==> config.mk <==
export PLATFORM = sky130hd
export DESIGN_NAME = prog_loader_flat
export DESIGN_NICKNAME = d
export VERILOG_FILES = /design/src/rtl/prog_loader_pkg.sv /design/src/rtl/prog_loader_if.sv /design/src/rtl/prog_loader.sv /design/src/flat_wrapper.sv
export SDC_FILE = /design/constraint.sdc
export NUM_CORES = 1
export LEC_CHECK = 0
export BUFFER_PORTS_ARGS = -buffer_cell sky130_fd_sc_hd__buf_2
export CORE_MARGIN = 1
export CORE_UTILIZATION = 35
export DETAILED_ROUTE_END_ITERATION = 8
export GPL_ROUTABILITY_DRIVEN = 0
export PLACE_DENSITY = 0.56
export SYNTH_ARGS = -nofsm -noshare
export SYNTH_HDL_FRONTEND = slang
export SYNTH_SLANG_ARGS = --single-unit
==> constraint.sdc <==
create_clock -name i_clk -period 5.77 [get_ports i_clk]
set_clock_uncertainty 0.2 [all_clocks]
set_input_delay 0 -clock i_clk [delete_from_list [all_inputs] [get_ports i_clk]]
set_output_delay 0 -clock i_clk [all_outputs]
set_load 0.1 [all_outputs]
==> src/rtl/prog_loader_pkg.sv <==
// Shared types and constants for the serial program loader.
package prog_loader_pkg;

  localparam logic [7:0]  SYNC_BYTE = 8'hA5;
  localparam int unsigned INSTR_W   = 14;
  localparam int unsigned LEN_W     = 11;

  typedef enum logic [3:0] {
    StIdle,
    StLenH,
    StLenL,
    StDatH,
    StDatL,
    StWr,
    StChk,
    StRun,
    StError
  } ld_state_e;

endpackage

==> src/rtl/prog_loader_if.sv <==
// Byte-stream input, program RAM write port and CPU control of the loader.
interface prog_loader_if #(
  parameter int unsigned ADDR_W = 11
);
  import prog_loader_pkg::*;

  logic                byte_valid;
  logic [7:0]          byte_data;
  logic                byte_ready;
  logic                wr_en;
  logic [ADDR_W-1:0]   wr_addr;
  logic [INSTR_W-1:0]  wr_data;
  logic                cpu_rst;
  logic                done;
  logic                err;

  // master: byte source / system side; slave: the loader
  modport master (
    output byte_valid,
    output byte_data,
    input  byte_ready,
    input  wr_en,
    input  wr_addr,
    input  wr_data,
    input  cpu_rst,
    input  done,
    input  err
  );

  modport slave (
    input  byte_valid,
    input  byte_data,
    output byte_ready,
    output wr_en,
    output wr_addr,
    output wr_data,
    output cpu_rst,
    output done,
    output err
  );

endinterface

==> src/rtl/prog_loader.sv <==
// Framed serial program loader: parses SYNC/LEN/DATA/CHK frames, writes 14-bit
// words into program RAM and releases the CPU only after a good checksum.
module prog_loader
  import prog_loader_pkg::*;
#(
  parameter int unsigned ADDR_W = 11,
  parameter logic [7:0]  SYNC   = SYNC_BYTE
) (
  input  logic         i_clk,
  input  logic         i_rst,
  prog_loader_if.slave io_bus
);

  ld_state_e            r_state;
  ld_state_e            w_state_d;
  logic [ADDR_W-1:0]    r_wcnt;
  logic [ADDR_W-1:0]    w_wcnt_d;
  logic [ADDR_W:0]      w_wcnt_inc;
  logic [7:0]           r_sum;
  logic [7:0]           w_sum_d;
  logic [7:0]           w_sum_add;
  logic [2:0]           r_len_h;
  logic [7:0]           r_len_l;
  logic [5:0]           r_dat_h;
  logic [LEN_W-1:0]     w_len;
  logic                 w_last_word;
  logic                 w_xfer;
  logic                 w_is_sync;

  logic                 r_byte_ready;
  logic                 r_wr_en;
  logic [ADDR_W-1:0]    r_wr_addr;
  logic [INSTR_W-1:0]   r_wr_data;
  logic                 r_cpu_rst;
  logic                 r_done;
  logic                 r_err;

  assign w_xfer      = io_bus.byte_valid && r_byte_ready;
  assign w_is_sync   = (io_bus.byte_data == SYNC);
  assign w_sum_add   = r_sum + io_bus.byte_data;
  assign w_len       = {r_len_h, r_len_l};
  assign w_wcnt_inc  = {1'b0, r_wcnt} + 1'b1;
  assign w_last_word = (w_wcnt_inc == (ADDR_W + 1)'(w_len));

  always_comb begin
    w_state_d = r_state;
    w_wcnt_d  = r_wcnt;
    w_sum_d   = r_sum;
    unique case (r_state)
      StIdle, StRun, StError: begin
        if (w_xfer && w_is_sync) begin
          w_state_d = StLenH;
          w_wcnt_d  = '0;
          w_sum_d   = '0;
        end
      end
      StLenH: begin
        if (w_xfer) begin
          w_sum_d   = w_sum_add;
          w_state_d = (io_bus.byte_data[7:3] != 5'd0) ? StError : StLenL;
        end
      end
      StLenL: begin
        if (w_xfer) begin
          w_sum_d   = w_sum_add;
          w_state_d = ({r_len_h, io_bus.byte_data} == '0) ? StChk : StDatH;
        end
      end
      StDatH: begin
        if (w_xfer) begin
          w_sum_d   = w_sum_add;
          w_state_d = (io_bus.byte_data[7:6] != 2'd0) ? StError : StDatL;
        end
      end
      StDatL: begin
        if (w_xfer) begin
          w_sum_d   = w_sum_add;
          w_state_d = StWr;
        end
      end
      StWr: begin
        w_wcnt_d  = w_wcnt_inc[ADDR_W-1:0];
        w_state_d = w_last_word ? StChk : StDatH;
      end
      StChk: begin
        if (w_xfer) begin
          w_state_d = (w_sum_add == 8'h00) ? StRun : StError;
        end
      end
      default: w_state_d = StIdle;
    endcase
  end

  // Status outputs are decoded from the next state so they change on the accepting edge.
  always_ff @(posedge i_clk) begin
    if (i_rst) begin
      r_state      <= StIdle;
      r_wcnt       <= '0;
      r_sum        <= '0;
      r_len_h      <= '0;
      r_len_l      <= '0;
      r_dat_h      <= '0;
      r_byte_ready <= 1'b1;
      r_wr_en      <= 1'b0;
      r_wr_addr    <= '0;
      r_wr_data    <= '0;
      r_cpu_rst    <= 1'b1;
      r_done       <= 1'b0;
      r_err        <= 1'b0;
    end else begin
      r_state <= w_state_d;
      r_wcnt  <= w_wcnt_d;
      r_sum   <= w_sum_d;
      if (w_xfer && (r_state == StLenH)) r_len_h <= io_bus.byte_data[2:0];
      if (w_xfer && (r_state == StLenL)) r_len_l <= io_bus.byte_data;
      if (w_xfer && (r_state == StDatH)) r_dat_h <= io_bus.byte_data[5:0];
      if (w_state_d == StWr) begin
        r_wr_addr <= r_wcnt;
        r_wr_data <= {r_dat_h, io_bus.byte_data};
      end
      r_wr_en      <= (w_state_d == StWr);
      r_byte_ready <= (w_state_d != StWr);
      r_cpu_rst    <= (w_state_d != StRun);
      r_done       <= (w_state_d == StRun);
      r_err        <= (w_state_d == StError);
    end
  end

  assign io_bus.byte_ready = r_byte_ready;
  assign io_bus.wr_en      = r_wr_en;
  assign io_bus.wr_addr    = r_wr_addr;
  assign io_bus.wr_data    = r_wr_data;
  assign io_bus.cpu_rst    = r_cpu_rst;
  assign io_bus.done       = r_done;
  assign io_bus.err        = r_err;

endmodule

==> src/flat_wrapper.sv <==
// flat-port wrapper written by rule: the top's interface ports become plain ports
module prog_loader_flat import prog_loader_pkg::*;
#(
  parameter int unsigned ADDR_W = 11,
  parameter logic [7:0]  SYNC   = SYNC_BYTE
)
  (i_clk, i_rst, io_bus_byte_valid, io_bus_byte_data, io_bus_byte_ready, io_bus_wr_en, io_bus_wr_addr, io_bus_wr_data, io_bus_cpu_rst, io_bus_done, io_bus_err);
  prog_loader_if #(.ADDR_W(ADDR_W)) io_bus_i ();
  input  logic i_clk;
  input  logic i_rst;
  input wire logic [$bits(io_bus_i.byte_valid)-1:0] io_bus_byte_valid;
  input wire logic [$bits(io_bus_i.byte_data)-1:0] io_bus_byte_data;
  output wire logic [$bits(io_bus_i.byte_ready)-1:0] io_bus_byte_ready;
  output wire logic [$bits(io_bus_i.wr_en)-1:0] io_bus_wr_en;
  output wire logic [$bits(io_bus_i.wr_addr)-1:0] io_bus_wr_addr;
  output wire logic [$bits(io_bus_i.wr_data)-1:0] io_bus_wr_data;
  output wire logic [$bits(io_bus_i.cpu_rst)-1:0] io_bus_cpu_rst;
  output wire logic [$bits(io_bus_i.done)-1:0] io_bus_done;
  output wire logic [$bits(io_bus_i.err)-1:0] io_bus_err;
  assign io_bus_i.byte_valid = io_bus_byte_valid;
  assign io_bus_i.byte_data = io_bus_byte_data;
  assign io_bus_byte_ready = io_bus_i.byte_ready;
  assign io_bus_wr_en = io_bus_i.wr_en;
  assign io_bus_wr_addr = io_bus_i.wr_addr;
  assign io_bus_wr_data = io_bus_i.wr_data;
  assign io_bus_cpu_rst = io_bus_i.cpu_rst;
  assign io_bus_done = io_bus_i.done;
  assign io_bus_err = io_bus_i.err;
  prog_loader #(.ADDR_W(ADDR_W), .SYNC(SYNC)) u_core (.i_clk(i_clk), .i_rst(i_rst), .io_bus(io_bus_i));
endmodule
# After elaboration in Yosys (flattened, before gate mapping)
# Cells that the tools add are included.
dict set report totals {
  reg_bits 70
  in_bits 11
  out_inout_bits 30
  elab_cells 65
}
dict set report classes {
  add_sub_neg 2
  n_eq_ne 17
  mux 17
  n_reduce_logical 16
}
# op count
set ops {}
lappend ops {{$mux 4} 9}
lappend ops {{$pmux 4 s7} 1}
lappend ops {{$eq 4x3->1 const B} 6}
lappend ops {{$pmux 11 s2} 1}
lappend ops {{$mux 8} 2}
lappend ops {{$pmux 8 s2} 1}
lappend ops {{$add 11x1->12 const B} 1}
lappend ops {{$eq 12x11->1} 1}
lappend ops {{$logic_not 11->1} 1}
lappend ops {{$mux 11} 1}
lappend ops {{$add 8x8->8} 1}
lappend ops {{$eq 4x2->1 const B} 2}
lappend ops {{$eq 4x4->1 const B} 2}
lappend ops {{$eq 8x8->1 const B} 1}
lappend ops {{$logic_not 8->1} 1}
lappend ops {{$ne 4x3->1 const B} 2}
lappend ops {{$mux 3} 2}
lappend ops {{$reduce_bool 2->1} 3}
lappend ops {{$logic_and 1x1->1} 5}
lappend ops {{$reduce_bool 5->1} 1}
lappend ops {{$eq 4x1->1 const B} 1}
lappend ops {{$logic_not 4->1} 1}
lappend ops {{$ne 2x1->1 const B} 2}
lappend ops {{$reduce_or 4->1} 1}
lappend ops {{3 further kinds} 3}

# Depth between registers and ports, before layout
# Gate-level depths: netlist of the first run.
dict set report logic_depth {
  word_depth 6
  depth_mapped 9
  ltp_nobuf 9
}

# Least setup slack after synthesis of the first run
# No wires, ideal clock.
dict set report synth_timing {
  kind {flip-flop to flip-flop}
  startpoint {register u_core.r_byte_ready (netlist: u_core.io_bus.byte_ready)}
  endpoint {register u_core.r_cpu_rst (netlist: u_core.io_bus.cpu_rst)}
  setup_time_ns 0.141
  arrival_time_ns 2.417
  required_ns 5.429
  slack_ns 3.012
  stages_incl_launch_ff 9
  n_path_buf 1
  synth_period_minus_slack_ns 2.758
  path_cell_list {dfxtp_1 nand2_1 nor3_1 nand3b_1 clkbuf_1 nor2b_1 nor3_1 o21ai_0 o221ai_1}
}
dict set report synth_between {
  elab_chain_cells 5
  word_cells_on_any_way 10
  classes_between {eq/ne (1); mux (7); reduce/logical (2)}
}
# item line
set synth_rtl {}
lappend synth_rtl {{start, declared} prog_loader.sv:30} ;# logic r_byte_ready;
lappend synth_rtl {{start signal, assigned} prog_loader.sv:122} ;# r_byte_ready <= (w_state_d != StWr);
lappend synth_rtl {{$logic_and 1x1->1 (*)} prog_loader.sv:38} ;# assign w_xfer = io_bus.byte_valid && r_byte_ready;
lappend synth_rtl {{$logic_and 1x1->1} prog_loader.sv:51} ;# if (w_xfer && w_is_sync) begin
lappend synth_rtl {{$mux 4} prog_loader.sv:51}
lappend synth_rtl {{$pmux 4 s7 (*)} prog_loader.sv:49} ;# unique case (r_state)
lappend synth_rtl {{$ne 4x3->1 (*)} prog_loader.sv:123} ;# r_cpu_rst <= (w_state_d != StRun);
lappend synth_rtl {{end signal, assigned} prog_loader.sv:123}
lappend synth_rtl {{end, declared} prog_loader.sv:34} ;# logic r_cpu_rst;
# Mark *: on every way between the ends. The rest lies on a longest branch, timed or not.
# A chain may end at the register's enable or synchronous reset.

# Worst setup path after layout of the first run
dict set report layout_timing {
  startpoint {input port io_bus_byte_data[0]}
  endpoint {register u_core.r_cpu_rst (netlist: u_core.io_bus.cpu_rst)}
}
dict set report layout_between {
  elab_chain_cells 6
  word_cells_on_any_way 12
  classes_between {add/sub (1); eq/ne (2); mux (6); reduce/logical (3)}
}
# item line
set layout_rtl {}
lappend layout_rtl {{start, declared} flat_wrapper.sv:12} ;# input wire logic [$bits(io_bus_i.byte_data)-1:0] io_bus_byte_data;
lappend layout_rtl {{$add 8x8->8} prog_loader.sv:40} ;# assign w_sum_add = r_sum + io_bus.byte_data;
lappend layout_rtl {{$logic_not 8->1} prog_loader.sv:87} ;# w_state_d = (w_sum_add == 8'h00) ? StRun : StError;
lappend layout_rtl {{$mux 4} prog_loader.sv:87}
lappend layout_rtl {{$mux 4} prog_loader.sv:86} ;# if (w_xfer) begin
lappend layout_rtl {{$pmux 4 s7 (*)} prog_loader.sv:49}
lappend layout_rtl {{$ne 4x3->1 (*)} prog_loader.sv:123}
# Marked as above.

==> impl_metrics.toml, run 1 <==
[outcome]
status = "finished clean"

[worst_setup_path]
cpMaxStageDelayCell = "dlygate4sd3_1"
worst-r2r-cell-count = 9
r2r-start = "u_core.r_sum[0]$_SDFFE_PP0P_"
crit_start = "io_bus_byte_data[0]"
critical_path.max_stage_delay_ns = 0.53
cp_cell_sequence = "dlygate4sd3_1, buf_2, ha_1, fa_1, a211oi_1, nor2_1, xor2_1, nor3_1, nand4bb_1, a221oi_1, o221ai_1"
arrival_ns = 2.88
path_buf_inv = 2
cp_top_family = "compound AO/OA/AOI/OAI gates"
reg2reg_slack_ns = 2.98
worstPathRequired_ns = 5.77
worstReg2RegEnd = "u_core.io_bus.cpu_rst$_SDFF_PP1_"
cp-end-kind = "flop"
setup.worst_path.start_class = "input pin"
path_class = "input pin to flop"
cp_max_fo = 7

[min_path]
min_path_cells = 3
min_path_type = "input pin to flop"
min_to = "u_core.r_wcnt[0]$_SDFFE_PP0P_"
min-delay-start = "i_rst"

[global_route]
antenna_found_initial = 0
grt_pass1_wl_um = 14400
track_usage_pct = 17.7
grt_max_degree = 66
grt_pass1_vias = 2896
grt_overflow = 0

[cts]
cts-htree-levels = 3
cts_setup_buffers = 0
clk-insertion-delay-late_ns = 0.35
clock-root-buffer = "clkbuf_8"
clkTransAtPathRegs_ns = 0.08
max-clock-path-buffers = 2
cts_tree = "yes"
numCtsBuffers = 9
cts.sink_count = 70

[sta]
post-route-min-period_ns = 2.88
tightest_slew_ns = 1.04
finalHoldViolations = 0
slew_headroom_pct = 30.2
fmax_mhz = 348
whs_ns = 0.0865
tns_ns = 0
setup_viol = 0
rsz0062_at_grt = "no"
finalCritPeriodShare_pct = 49.9
slew_viol_final = 0

[floorplanning]
coreArea_um2 = 9770
die-area_um2 = 10500
row_count = 36
die_w_um = 103
start_util_pct = 36.3
ios = 41
die_h_um = 103

[place]
place_area_um2 = 3770
post-dp-hpwl_um = 5860
dp_cells = 581
numPortBuffers = 40

[layout]
synthToLayoutAreaGrowth_pct = 14.8
final_area_um2 = 4070
fin_cells = 606
drive_above_1_share_pct = 14.0
final_cell_mix = "70 x dfxtp_1, 67 x nand2_1, 52 x nor2_1"
post-route-util_pct = 41.6
antenna_cells = 0
final_common_cell = "dfxtp_1"
nets = 488
fillers = 1002

[synthesis]
yosysTopAreaCell = "dfxtp_1"
synthFlopType = "dfxtp_1"
syn_inst = 437
ys_ff_latch = 70
synth_top_area_share_pct = 39.5
ys_warn_count = 0
synth_area_per_cell_um2 = 8.11
ys_top_cells_by_area = "dfxtp_1 40%, nand2_1 7.1%, a21oi_1 6.6%"
synth_cell_types = 56
async_reset_ff_share_pct = 0
synth_edf_count = 0
mappedNetlistNets = 457
ys_seq_area_share_pct = 39.5
synth_area_um2 = 3540

[detailed_routing]
drc = 0
vias = 3148
viasPerCell = 5.19
wire_per_inst_um = 14.1
drt.antenna.violating_nets = 0
drt-initial-drc-count = 161
dr.pass1.iters = 4
drt-total-wl_um = 8520

[power]
cellPowerDensity_nw_per_um2 = 229
peakVddDrop_mv = 0.132
leakage_nw = 1.58

[job]
drv_cap = 0
## how the worst max path moves through the flow
stage	to	slack, ns	depth (start not counted)
CTS	u_core.io_bus.cpu_rst$_SDFF_PP1_	2.91	11
global placement	u_core.io_bus.cpu_rst$_SDFF_PP1_	3.05	9
finish	u_core.io_bus.cpu_rst$_SDFF_PP1_	2.89	11
floorplan	u_core.io_bus.cpu_rst$_SDFF_PP1_	3.01	8
detailed placement	u_core.io_bus.cpu_rst$_SDFF_PP1_	3.00	8
global route	u_core.io_bus.cpu_rst$_SDFF_PP1_	2.66	10
## kinds of logic (layout without fill, tap and decap cells)
| family | after synthesis | after routing | synth area share [%] |
|---|---|---|---|
| simple gates | 188 | 188 | 25.5 |
| compound gates | 101 | 101 | 17.2 |
| flops | 70 | 70 | 39.5 |
| buf+inv | 32 | 68 | 4.31 |
| mux | 20 | 20 | 5.83 |
| xor+xnor | 17 | 17 | 4.20 |
| fa+ha+maj | 9 | 9 | 3.39 |
## where the power goes
| group | internal, mW | switching, mW |
|---|---|---|
| Sequential | 0.483 | 0.000106 |
| Combinational | 0.0131 | 0.0231 |
| Clock | 0.214 | 0.197 |
| Total | 0.709 | 0.220 |
## sequential cells by signal, indices dropped and copies added (netlist names), 3 cells and up
name	count
u_core.io_bus.wr_data	14
u_core.io_bus.wr_addr	11
u_core.r_wcnt	11
u_core.r_len_l	8
u_core.r_sum	8
u_core.r_dat_h	6
u_core.r_state	4
u_core.r_len_h	3
## synth_stat cells (3+ instances only)
| cell type | n |
|---|---|
| mux2i_1 | 18 |
| a21oi_1 | 47 |
| o21bai_1 | 3 |
| nand3_1 | 7 |
| a31oi_1 | 4 |
| a22oi_1 | 7 |
| xor2_1 | 5 |
| ha_1 | 8 |
| xnor2_1 | 12 |
| and3_1 | 3 |
| nand2_1 | 67 |
| nor2_1 | 52 |
| nand4_1 | 3 |
| or3_1 | 11 |
| nand2b_1 | 3 |
| nor2b_1 | 8 |
| clkbuf_1 | 24 |
| dfxtp_1 | 70 |
| nor3_1 | 13 |
| a211oi_1 | 3 |
| o21ai_0 | 20 |
| buf_6 | 4 |
| nand3b_1 | 5 |
## metal layers
metal | track usage, % | part of all wire [%]
met1 | 24.1 | 48
met5 | 0 | 0
met4 | 6.48 | 0.83
met3 | 3.39 | 4.6
met2 | 27.6 | 46
## final cells by class
class	instances	area, um^2	area share (%)
multi-input combinational	335	1990	48.9
timing repair buffer	50	298	7.32
clock inverter	6	68.8	1.69
clock buffer	10	138	3.38
sequential	70	1400	34.4
tap	133	166	4.09
inverter	2	7.51	0.185
## worst register-to-register path: stages, from the launching register on
cell	delay [ns]
dfxtp_1	0.32
ha_1	0.21
fa_1	0.40
a211oi_1	0.28
nor2_1	0.10
xor2_1	0.16
nor3_1	0.22
nand4bb_1	0.23
a221oi_1	0.35
o221ai_1	0.18
## through the flow
stage                     total power, mW  setup WS, ns
after floorplan                     0.513          3.01
after global placement              0.526          3.05
after detailed placement            0.526          3.00
after CTS                           0.941          2.91
after global routing                0.966          2.66
final                               0.930          2.89
## repair_timing
action | in CTS | in global routing
endpoints found under the hold margin | 27 | 0
resized for setup | 0 | 0
hold buffers | 9 | 0
Note: power is estimated with default switching activity, not from simulation.
==> run 2: changes to the inputs <==
==> constraint.sdc (replaced) <==
create_clock -name i_clk -period 2.8 [get_ports i_clk]
set_clock_uncertainty 0.2 [all_clocks]
set_input_delay 0 -clock i_clk [delete_from_list [all_inputs] [get_ports i_clk]]
set_output_delay 0 -clock i_clk [all_outputs]
set_load 0.1 [all_outputs]
==> impl_metrics.toml, run 2 (synthesized netlist as in run 1, its figures left out) <==
[cts]
max-clock-path-buffers = 2
cts.sink_count = 70
numCtsBuffers = 9
cts_setup_buffers = 0
cts_tree = "yes"
clk-insertion-delay-late_ns = 0.34
cts-htree-levels = 3
clkTransAtPathRegs_ns = 0.09
clock-root-buffer = "clkbuf_8"

[global_route]
track_usage_pct = 18.2
antenna_found_initial = 0
grt_use_met3_pct = 4.20
grtUsageMet2_pct = 28.4
grt_pass1_vias = 2855
grt_max_degree = 48
grt_use_met1_pct = 24.8
grt_busiest_layer = "met2"
grt_pass1_wl_um = 14700
grt_overflow = 0

[worst_setup_path]
reg2reg_slack_ns = 0.19
r2r-start = "u_core.r_sum[0]$_SDFFE_PP0P_"
worstPathRequired_ns = 2.86
cpMaxStageDelayCell = "dlygate4sd3_1"
worst-r2r-cell-count = 8
path_class = "input pin to flop"
cp-end-kind = "flop"
cp_max_fo = 4
critical_path.max_stage_delay_ns = 0.52
setup.worst_path.start_class = "input pin"
worstReg2RegEnd = "u_core.r_state[2]$_SDFF_PP0_"
arrival_ns = 2.68
cp_cell_sequence = "dlygate4sd3_1, buf_2, ha_1, fa_2, xor2_1, or3_1, nor3_4, nand4bb_4, a221o_1, o22ai_1"

[sta]
tightest_slew_ns = 0.940
slew_viol_final = 0
tns_ns = 0
slew_headroom_pct = 37.0
post-route-min-period_ns = 2.62
finalCritPeriodShare_pct = 93.6
rsz0062_at_grt = "no"
whs_ns = 0.0839
fmax_mhz = 382
setup_viol = 0
finalHoldViolations = 0

[floorplanning]
die_w_um = 103
die_h_um = 103
die-area_um2 = 10500
ios = 41
start_util_pct = 36.3
row_count = 36
coreArea_um2 = 9770

[detailed_routing]
vias = 3257
drt-total-wl_um = 9070
viasPerCell = 5.22
drt.antenna.violating_nets = 0
drc = 0
drt-initial-drc-count = 189
dr.pass1.iters = 4
wire_per_inst_um = 14.5

[place]
post-dp-hpwl_um = 6030
place_area_um2 = 3910
numPortBuffers = 40

[min_path]
min_to = "u_core.r_len_h[0]$_SDFFE_PP0P_"
min-delay-start = "i_rst"
min_path_type = "input pin to flop"
min_path_cells = 2

[layout]
post-route-util_pct = 43.7
final_area_um2 = 4280
final_common_cell = "dfxtp_1"
final_cell_mix = "70 x dfxtp_1, 67 x nand2_1, 52 x nor2_1"
antenna_cells = 0
synthToLayoutAreaGrowth_pct = 20.7
nets = 506
drive_above_1_share_pct = 18.3
largest_register_ffs = 14

[power]
leakage_nw = 1.70
peakVddDrop_mv = 0.333
cellPowerDensity_nw_per_um2 = 473
total_power_mw = 2.02

[job]
drv_cap = 0

[outcome]
status = "finished clean"
[run 2: final cells by class]
type	count	area [um^2]
Inverter	2	7.51
Clock inverter	7	105
Fill cell	997	5500
Timing Repair Buffer	68	433
Clock buffer	9	124
Tap cell	133	166
Multi-Input combinational cell	335	2040
Sequential cell	70	1400
[run 2: metal layers]
metal	vias to the layer above	share of wire, %
met5	-	0
met4	0	1.0
li1	1634	-
met2	81	47
met1	1533	48
met3	9	4.0
[run 2: repair_timing]
action / 4_1_cts / 5_1_grt
setup endpoints to repair: 1 / 5
pin swaps: 0 / 3
hold buffers: 9 / 0
gates resized for setup: 2 / 7
hold endpoints to repair: 28 / 0
[run 2: power by group]
group | switching (mW) | total, mW | internal, mW
logic | 0.0526 | 0.0831 | 0.0305
registers | 0.000137 | 0.995 | 0.994
clock network | 0.428 | 0.944 | 0.516
[run 2: worst max path at each step]
stage / depth (start not counted) / to / slack, ns / startpoint
finish: 10 / u_core.r_state[2]$_SDFF_PP0_ / 0.18 / io_bus_byte_data[0]
detailed placement: 9 / u_core.io_bus.cpu_rst$_SDFF_PP1_ / 0.02 / u_core.r_sum[0]$_SDFFE_PP0P_
CTS: 11 / u_core.io_bus.cpu_rst$_SDFF_PP1_ / 0.03 / io_bus_byte_data[0]
global route: 8 / u_core.r_state[1]$_SDFF_PP0_ / 0.01 / u_core.r_sum[1]$_SDFFE_PP0P_
floorplan: 8 / u_core.io_bus.cpu_rst$_SDFF_PP1_ / 0.04 / u_core.io_bus.byte_ready$_SDFF_PP1_
global placement: 9 / u_core.io_bus.cpu_rst$_SDFF_PP1_ / 0.05 / u_core.r_sum[0]$_SDFFE_PP0P_
[run 2: worst max-delay path: cells and delay by family]
| kind | cells | cell delay (ns) |
|---|---|---|
| compound gates | 2 | 0.50 |
| xor+xnor | 1 | 0.18 |
| fa+ha+maj | 2 | 0.59 |
| buf+inv | 2 | 0.65 |
| simple gates | 3 | 0.74 |
[run 2: through the flow]
step,setup WS [ns],std cells
4_1_cts,0.0308,624
3_5_place_dp,0.0204,599
5_1_grt,0.00972,624
2_1_floorplan,0.0419,437
3_3_place_gp,0.0547,599
6_report,0.181,624
